$ cat src/rtl/video_out_stage.sv
// Final pixel output register for the VGA pins: colour depth expansion, delayed
// sync/blank alignment, optional blanking and sync polarity auto-detection.
module video_out_stage #(
  parameter int COLOR_DEPTH   = 6,
  parameter int OUT_DEPTH     = 6,
  parameter int SYNC_DELAY    = 0,
  parameter int SYNC_AND      = 0,
  parameter int POL_CNT_WIDTH = 12
) (
  input  logic                   clk_sys,
  input  logic                   reset,
  input  logic [COLOR_DEPTH-1:0] R,
  input  logic [COLOR_DEPTH-1:0] G,
  input  logic [COLOR_DEPTH-1:0] B,
  input  logic                   HSync,
  input  logic                   VSync,
  input  logic                   HBlank,
  input  logic                   VBlank,
  input  logic                   blank_en,
  input  logic                   csync_en,
  output logic [OUT_DEPTH-1:0]   VGA_R,
  output logic [OUT_DEPTH-1:0]   VGA_G,
  output logic [OUT_DEPTH-1:0]   VGA_B,
  output logic                   VGA_HS,
  output logic                   VGA_VS,
  output logic                   hs_pol,
  output logic                   vs_pol
);

  localparam logic [POL_CNT_WIDTH-1:0] CNT_MAX = '1;
  localparam logic [POL_CNT_WIDTH-1:0] CNT_ONE = POL_CNT_WIDTH'(1);

  logic [3:0] sync_in;
  logic [3:0] sync_d;
  logic       hs_d, vs_d, hb_d, vb_d;

  assign sync_in = {HSync, VSync, HBlank, VBlank};

  generate
    if (SYNC_DELAY == 0) begin : g_no_delay
      assign sync_d = sync_in;
    end else begin : g_delay
      logic [3:0] dly_q [SYNC_DELAY];
      always_ff @(posedge clk_sys) begin
        if (reset) begin
          for (int i = 0; i < SYNC_DELAY; i++) dly_q[i] <= '0;
        end else begin
          dly_q[0] <= sync_in;
          for (int i = 1; i < SYNC_DELAY; i++) dly_q[i] <= dly_q[i-1];
        end
      end
      assign sync_d = dly_q[SYNC_DELAY-1];
    end
  endgenerate

  assign {hs_d, vs_d, hb_d, vb_d} = sync_d;

  // Left-justify and fill the low bits by cycling through the input MSBs.
  function automatic logic [OUT_DEPTH-1:0] expand(input logic [COLOR_DEPTH-1:0] c);
    logic [OUT_DEPTH-1:0] e;
    e = '0;
    for (int i = 0; i < OUT_DEPTH; i++) e[OUT_DEPTH-1-i] = c[COLOR_DEPTH-1-(i % COLOR_DEPTH)];
    return e;
  endfunction

  logic [POL_CNT_WIDTH-1:0] h_hi_q, h_hi_d, h_lo_q, h_lo_d;
  logic [POL_CNT_WIDTH-1:0] v_hi_q, v_hi_d, v_lo_q, v_lo_d;
  logic                     hs_prev_q, vs_prev_q;
  logic                     hs_pol_q, hs_pol_d, vs_pol_q, vs_pol_d;
  logic                     h_rise, v_rise;
  logic                     hs_a, vs_a, cs_n, blank;
  logic [OUT_DEPTH-1:0]     r_q, r_d, g_q, g_d, b_q, b_d;
  logic                     vga_hs_q, vga_hs_d, vga_vs_q, vga_vs_d;

  always_comb begin
    h_rise   = hs_d & ~hs_prev_q;
    v_rise   = vs_d & ~vs_prev_q;
    hs_pol_d = hs_pol_q;
    vs_pol_d = vs_pol_q;
    h_hi_d   = h_hi_q;
    h_lo_d   = h_lo_q;
    v_hi_d   = v_hi_q;
    v_lo_d   = v_lo_q;

    // The longer phase of a period is the inactive level of the sync.
    if (h_rise) begin
      if (h_hi_q > h_lo_q)      hs_pol_d = 1'b0;
      else if (h_lo_q > h_hi_q) hs_pol_d = 1'b1;
      h_hi_d = CNT_ONE;
      h_lo_d = '0;
    end else if (hs_d) begin
      if (h_hi_q != CNT_MAX) h_hi_d = h_hi_q + CNT_ONE;
    end else begin
      if (h_lo_q != CNT_MAX) h_lo_d = h_lo_q + CNT_ONE;
    end

    // Vertical counters count lines, so they only advance on HSync rising edges.
    if (v_rise) begin
      if (v_hi_q > v_lo_q)      vs_pol_d = 1'b0;
      else if (v_lo_q > v_hi_q) vs_pol_d = 1'b1;
      v_hi_d = h_rise ? CNT_ONE : '0;
      v_lo_d = '0;
    end else if (h_rise) begin
      if (vs_d) begin
        if (v_hi_q != CNT_MAX) v_hi_d = v_hi_q + CNT_ONE;
      end else begin
        if (v_lo_q != CNT_MAX) v_lo_d = v_lo_q + CNT_ONE;
      end
    end

    hs_a     = hs_pol_q ? hs_d : ~hs_d;
    vs_a     = vs_pol_q ? vs_d : ~vs_d;
    cs_n     = (SYNC_AND != 0) ? (~hs_a & ~vs_a) : ~(hs_a ^ vs_a);
    blank    = blank_en & (hb_d | vb_d);
    r_d      = blank ? '0 : expand(R);
    g_d      = blank ? '0 : expand(G);
    b_d      = blank ? '0 : expand(B);
    vga_hs_d = csync_en ? cs_n : ~hs_a;
    vga_vs_d = csync_en ? 1'b1 : ~vs_a;
  end

  always_ff @(posedge clk_sys) begin
    if (reset) begin
      h_hi_q    <= '0;
      h_lo_q    <= '0;
      v_hi_q    <= '0;
      v_lo_q    <= '0;
      hs_prev_q <= 1'b0;
      vs_prev_q <= 1'b0;
      hs_pol_q  <= 1'b0;
      vs_pol_q  <= 1'b0;
      r_q       <= '0;
      g_q       <= '0;
      b_q       <= '0;
      vga_hs_q  <= 1'b1;
      vga_vs_q  <= 1'b1;
    end else begin
      h_hi_q    <= h_hi_d;
      h_lo_q    <= h_lo_d;
      v_hi_q    <= v_hi_d;
      v_lo_q    <= v_lo_d;
      hs_prev_q <= hs_d;
      vs_prev_q <= vs_d;
      hs_pol_q  <= hs_pol_d;
      vs_pol_q  <= vs_pol_d;
      r_q       <= r_d;
      g_q       <= g_d;
      b_q       <= b_d;
      vga_hs_q  <= vga_hs_d;
      vga_vs_q  <= vga_vs_d;
    end
  end

  assign VGA_R  = r_q;
  assign VGA_G  = g_q;
  assign VGA_B  = b_q;
  assign VGA_HS = vga_hs_q;
  assign VGA_VS = vga_vs_q;
  assign hs_pol = hs_pol_q;
  assign vs_pol = vs_pol_q;

endmodule

$ cat config.mk
export PLATFORM = sky130hd
export DESIGN_NAME = video_out_stage
export DESIGN_NICKNAME = d
export VERILOG_FILES = /design/src/rtl/video_out_stage.sv
export SDC_FILE = /design/constraint.sdc
export NUM_CORES = 1
export LEC_CHECK = 0
export CELL_PAD_IN_SITES_DETAIL_PLACEMENT = 1
export CELL_PAD_IN_SITES_GLOBAL_PLACEMENT = 1
export CORE_MARGIN = 5
export CORE_UTILIZATION = 29
export DETAILED_ROUTE_END_ITERATION = 6
export MAX_ROUTING_LAYER = met4
export PLACE_DENSITY_LB_ADDON = 0.12
export SLEW_MARGIN = 20
export SYNTH_ARGS = -nofsm -noshare
export SYNTH_HDL_FRONTEND = slang
export SYNTH_SLANG_ARGS = --single-unit
$ cat constraint.sdc
create_clock -name clk_sys -period 4.6 [get_ports clk_sys]
set_clock_uncertainty 0.05 [all_clocks]
set_input_delay 0.46 -clock clk_sys [delete_from_list [all_inputs] [get_ports clk_sys]]
set_output_delay 0.46 -clock clk_sys [all_outputs]
set_load 0.02 [all_outputs]
== After elaboration in Yosys (flattened, before gate mapping) ==
Index checks and enable logic that the tools add are counted.
Storage, ports and cells
  output and inout bits: 22
  bits in latches: 0
  word-level logic and storage cells: 71
  memory bits (writable): 0
  register bits: 72
  memories kept: 0
  ROM bits: 0
Operators by class
  shifts and indexed selects: 0
  magnitude comparators: 4
  multipliers: 0
  add/sub/neg operators: 4
  reduce and logical (&&, ||, !) cells: 18
  bitwise operators: 12
  muxes and demuxes: 15
  equality and inequality tests: 4
  div/mod/pow operators: 0
Operators with widths (count)
  adder 12 x 1 -> 12 bit, second input constant: 4
  greater-than comparator 12 bit: 4
  two-way mux 12 bit: 4
  != test 12 bit, second input constant: 4
  nonzero test 2 bit: 7
  two-way mux 1 bit: 11
  AND reduction 2 bit: 5
  OR reduction 2 bit: 4
  NOT 1 bit: 7
  AND reduction 3 bit: 2
  AND 1 bit: 3
  bitwise OR 1 bit: 1
  bitwise XOR 1 bit: 1

== Longest topological paths before layout ==
  depth in word-level cells: 5
  depth in mapped cells: 6

== Worst setup path after synthesis ==
No wires, ideal clock.
  path kind: input port to flip-flop
  from: input HSync
  to: register h_lo_q[11]
  setup time: 0.070 ns
  slack: 2.766 ns
  stages on the path: 5
  data arrival time: 1.713 ns
  required time: 4.480 ns
  buffers on the path: 2
  cells stage by stage: buf_4 or3_1 buf_2 or4_1 a21oi_1
Between the ends
  longest elaborated chain between the ends: 2
  elaborated cells on any way between the ends: 4
  those cells by class: bitwise (2); reduce/logical (2)
RTL lines
  start, declared: line 15  | input logic HSync,
  AND 1 bit or NOT 1 bit (tied branches)
  OR reduction 2 bit (no line) or AND reduction 2 bit (tied branches)
  end signal, assigned: line 139  | h_lo_q <= h_lo_d;
  end, declared: line 66  | logic [POL_CNT_WIDTH-1:0] h_hi_q, h_hi_d, h_lo_q, h_lo_d;
Several ways; a longest one is shown, not always the timed one.
A chain may end at the register's enable or synchronous reset.

== Worst setup path after layout ==
  from: input HSync
  to: register v_hi_q[3]
Between the ends
  longest elaborated chain between the ends: 3
RTL lines
  AND 1 bit: line 76  | h_rise = hs_d & ~hs_prev_q;
  nonzero test 2 bit (no line)
  AND reduction 3 bit (no line)
  end signal, assigned: line 140  | v_hi_q <= v_hi_d;
  end, declared: line 67  | logic [POL_CNT_WIDTH-1:0] v_hi_q, v_hi_d, v_lo_q, v_lo_d;
No other way between the ends.

==> results.md <==
* Run status: finished clean
* RSZ-0062 raised after global routing: no
* Initial Util at 29.8%
* Drc violations at 0
* CTS tree: done
* Syn Nets at a little under 500
* FILL cells at 1,531
* Area growth syn-to-layout at 24.2%
* Power share of the sequential group at 44.6%
* Via density per instance at 5.25
* Setup violators final at 0
* H-tree depth at 3
* Final GP Congestion at 0.810
* Pins Over Slew Limit at 0
* Max Fclk at 0.383 GHz
* Clk buf depth at 2
* Primary FF master, synth: dfxtp_1
* Clk pwr share at 46.7%
* Tot Pwr at 1.46 mW
* Vias in the first global route at 3,526
* Slew Limit Headroom at 41.6%
* Post-synthesis sequential area ratio at between 30% and 40%
* Drt first pass iters at 4
* P_sw at roughly 0.38 mW
* Root buf cell: clkbuf_16
* Core area at 12,700 um^2
* Final Cell Area at 4700 um^2
* Setup Crit Path Kind: in -> reg
* IO Pins at 48
* Total grt overflow at 0
* Die Area at approximately 15,000 um^2
* Worst Max-Slew Pin Slew at roughly 0.87 ns
* Routed len/inst at between 15 and 20 um
* Worst min path class: reg -> reg
* DR vias at between 3,000 and 4,000
* Reg clk slew, reported paths at 0.06 ns
* CTS Hold Buffers Added at 0
* Antenna violations before repair at 0
* PortBufs at 47
* Max IR drop VDD at 0.181 mV
* Gr usage total at 14.5%
* CP Launch Type: input pin
* Dpl hpwl at roughly 7900 um
* Clock Latency Late Sink at around 0.35 ns
* Largest net degree at the start of global routing at 22
* TritonCTS Buffers at 9
* Pleak at 1.57 nW
* Worst hold slack at ~0.46 ns
* Most common cell after layout, fill and taps aside: dfxtp_1
* Die height at ~120 um
* Combinational Power Share at 8.7%
* CP max FO at 20
* Post-synth EDFFs at 0
* Row count at 41
* Final ANT Viol Nets at 0
* Layout cells sized above 1 at 6.15%
* Most frequent cells in the layout: dfxtp_1, clkdlybuf4s50_1, a21oi_1
* Yosys Warn Count at 0
* Crit path required time at 4.83 ns
* Final nets at 537
* Post-synthesis cell count at 438
* Sw frac at 26.3%
* Post-Synthesis Cell Area at between 3000 and 4000 um^2
* Setup TNS at 0 ns
* CTS sink cnt at 72
* Final period utilization at a little under three fifths
* Internal power at 1.08 mW
* Cells resized by post-CTS repair at 0
* Final hold vios at 0
* Async set-reset flop share out of synthesis at 0%
* Type of element capturing the critical path: flop
* Power per Cell Area at 310 nW/um^2
* Cell variety after synth at 54
* Die width at 124 um
* Critical Path AT at 2.84 ns
* Avg Cell Area, Syn at 8.65 um^2
* Minimum clock period at 2.61 ns
* Max-Cap Viols at 0
* Number of synthesized register bits at 72
* # diodes at 0
* Post-Route WL at between 10,000 and 15,000 um
* Postcts setup bufs at 0
* Final core occ at 37.0%
* Post-Place Cell Area at around 4400 um^2
* First-pass GRT wire length at 18,000 um
* 1st-iter DRT viols at 164
sequential cells by signal (all words and copies together), names as in the netlist:
register and flops:
VGA_B 6, VGA_G 6, VGA_HS 1, VGA_R 6, VGA_VS 1, h_hi_q 12, h_lo_q 12, hs_pol 1
hs_prev_q 1, v_hi_q 12, v_lo_q 12, vs_pol 1, vs_prev_q 1
synthesized netlist by cell type (2+ instances only):
master	count	area share, %
or4_1	13	2.6
or2_2	2	0.33
a31oi_1	5	0.83
nand2_1	26	2.6
nand4_1	19	3.1
nor4_1	3	0.50
o21ai_0	18	2.4
buf_2	3	0.40
o41a_1	2	0.59
a211oi_1	3	0.59
nor2_1	14	1.4
and4_1	6	1.4
clkbuf_1	10	0.99
a311oi_1	2	0.46
o311ai_0	2	0.46
nand3_1	17	2.2
xnor2_1	4	0.92
a221oi_1	2	0.46
or3_1	10	1.7
nor3_1	6	0.79
and3_1	7	1.2
o31ai_1	18	3.6
or4b_2	3	0.79
o21a_1	4	0.79
nand3b_1	2	0.40
and2_1	20	3.3
a21oi_1	42	5.6
ha_1	28	9.3
dfxtp_1	72	38
o211a_1	3	0.79
inv_1	35	3.5
o211ai_1	7	1.4
nor2b_1	8	1.3
o221a_2	2	0.59
kinds of logic (layout without fill, tap and decap cells):
| logic type | Yosys count | after routing | share of synthesized area, % |
|---|---|---|---|
| buf+inv | 49 | 99 | 5.05 |
| simple gates | 165 | 165 | 25.8 |
| mux | 1 | 1 | 0.264 |
| fa+ha+maj | 28 | 28 | 9.25 |
| xor+xnor | 5 | 5 | 1.16 |
| flops | 72 | 72 | 38.1 |
| compound gates | 118 | 118 | 20.5 |
worst max-delay path, stage by stage:
cell and delay (ns):
clkdlybuf4s50_1 0.96, and2b_1 0.31, o21ai_0 0.25, or4b_2 0.71
a21oi_1 0.13
area by class of cell:
type | count | area [um^2] | area share, %
clock buffer | 9 | 225 | 4.79
multi-input combinational | 317 | 2150 | 45.8
sequential | 72 | 1440 | 30.6
timing repair buffer | 48 | 478 | 10.2
tap | 172 | 215 | 4.57
clock inverter | 7 | 58.8 | 1.25
inverter | 35 | 131 | 2.79
through the flow:
step | worst slack (ns) | std cells
after floorplan | 2.77 | 438
after detailed placement | 1.61 | 644
after CTS | 1.99 | 660
after global placement | 1.66 | 644
after global routing | 1.84 | 660
final | 1.99 | 660
final timing paths:
kind,cells after the start,end,from,slack (ns)
min reg2reg,2,v_lo_q[11],v_lo_q[11],0.46
max,5,v_hi_q[3],HSync,1.99
min,2,v_lo_q[11],v_lo_q[11],0.46
max reg2reg,5,v_hi_q[8],v_hi_q[0],2.52
power groups by stage:
stage	Combinational, mW	Clock [mW]	Sequential, mW
after CTS	0.130	0.710	0.651
after global routing	0.141	0.737	0.653
after detailed placement	0.129	0	0.665
after floorplan	0.0550	0	0.675
final	0.127	0.683	0.651
after global placement	0.127	0	0.665
per-layer routing:
metal / track usage, % / up-vias / wire length [um]
met5: - / - / 0
met4: 5.93 / 0 / 266
met3: 4.67 / 21 / 583
met2: 20.9 / 71 / 4430
met1: 18.8 / 1636 / 5270
li1: - / 1737 / -
(Power assumes the default switching activity.)
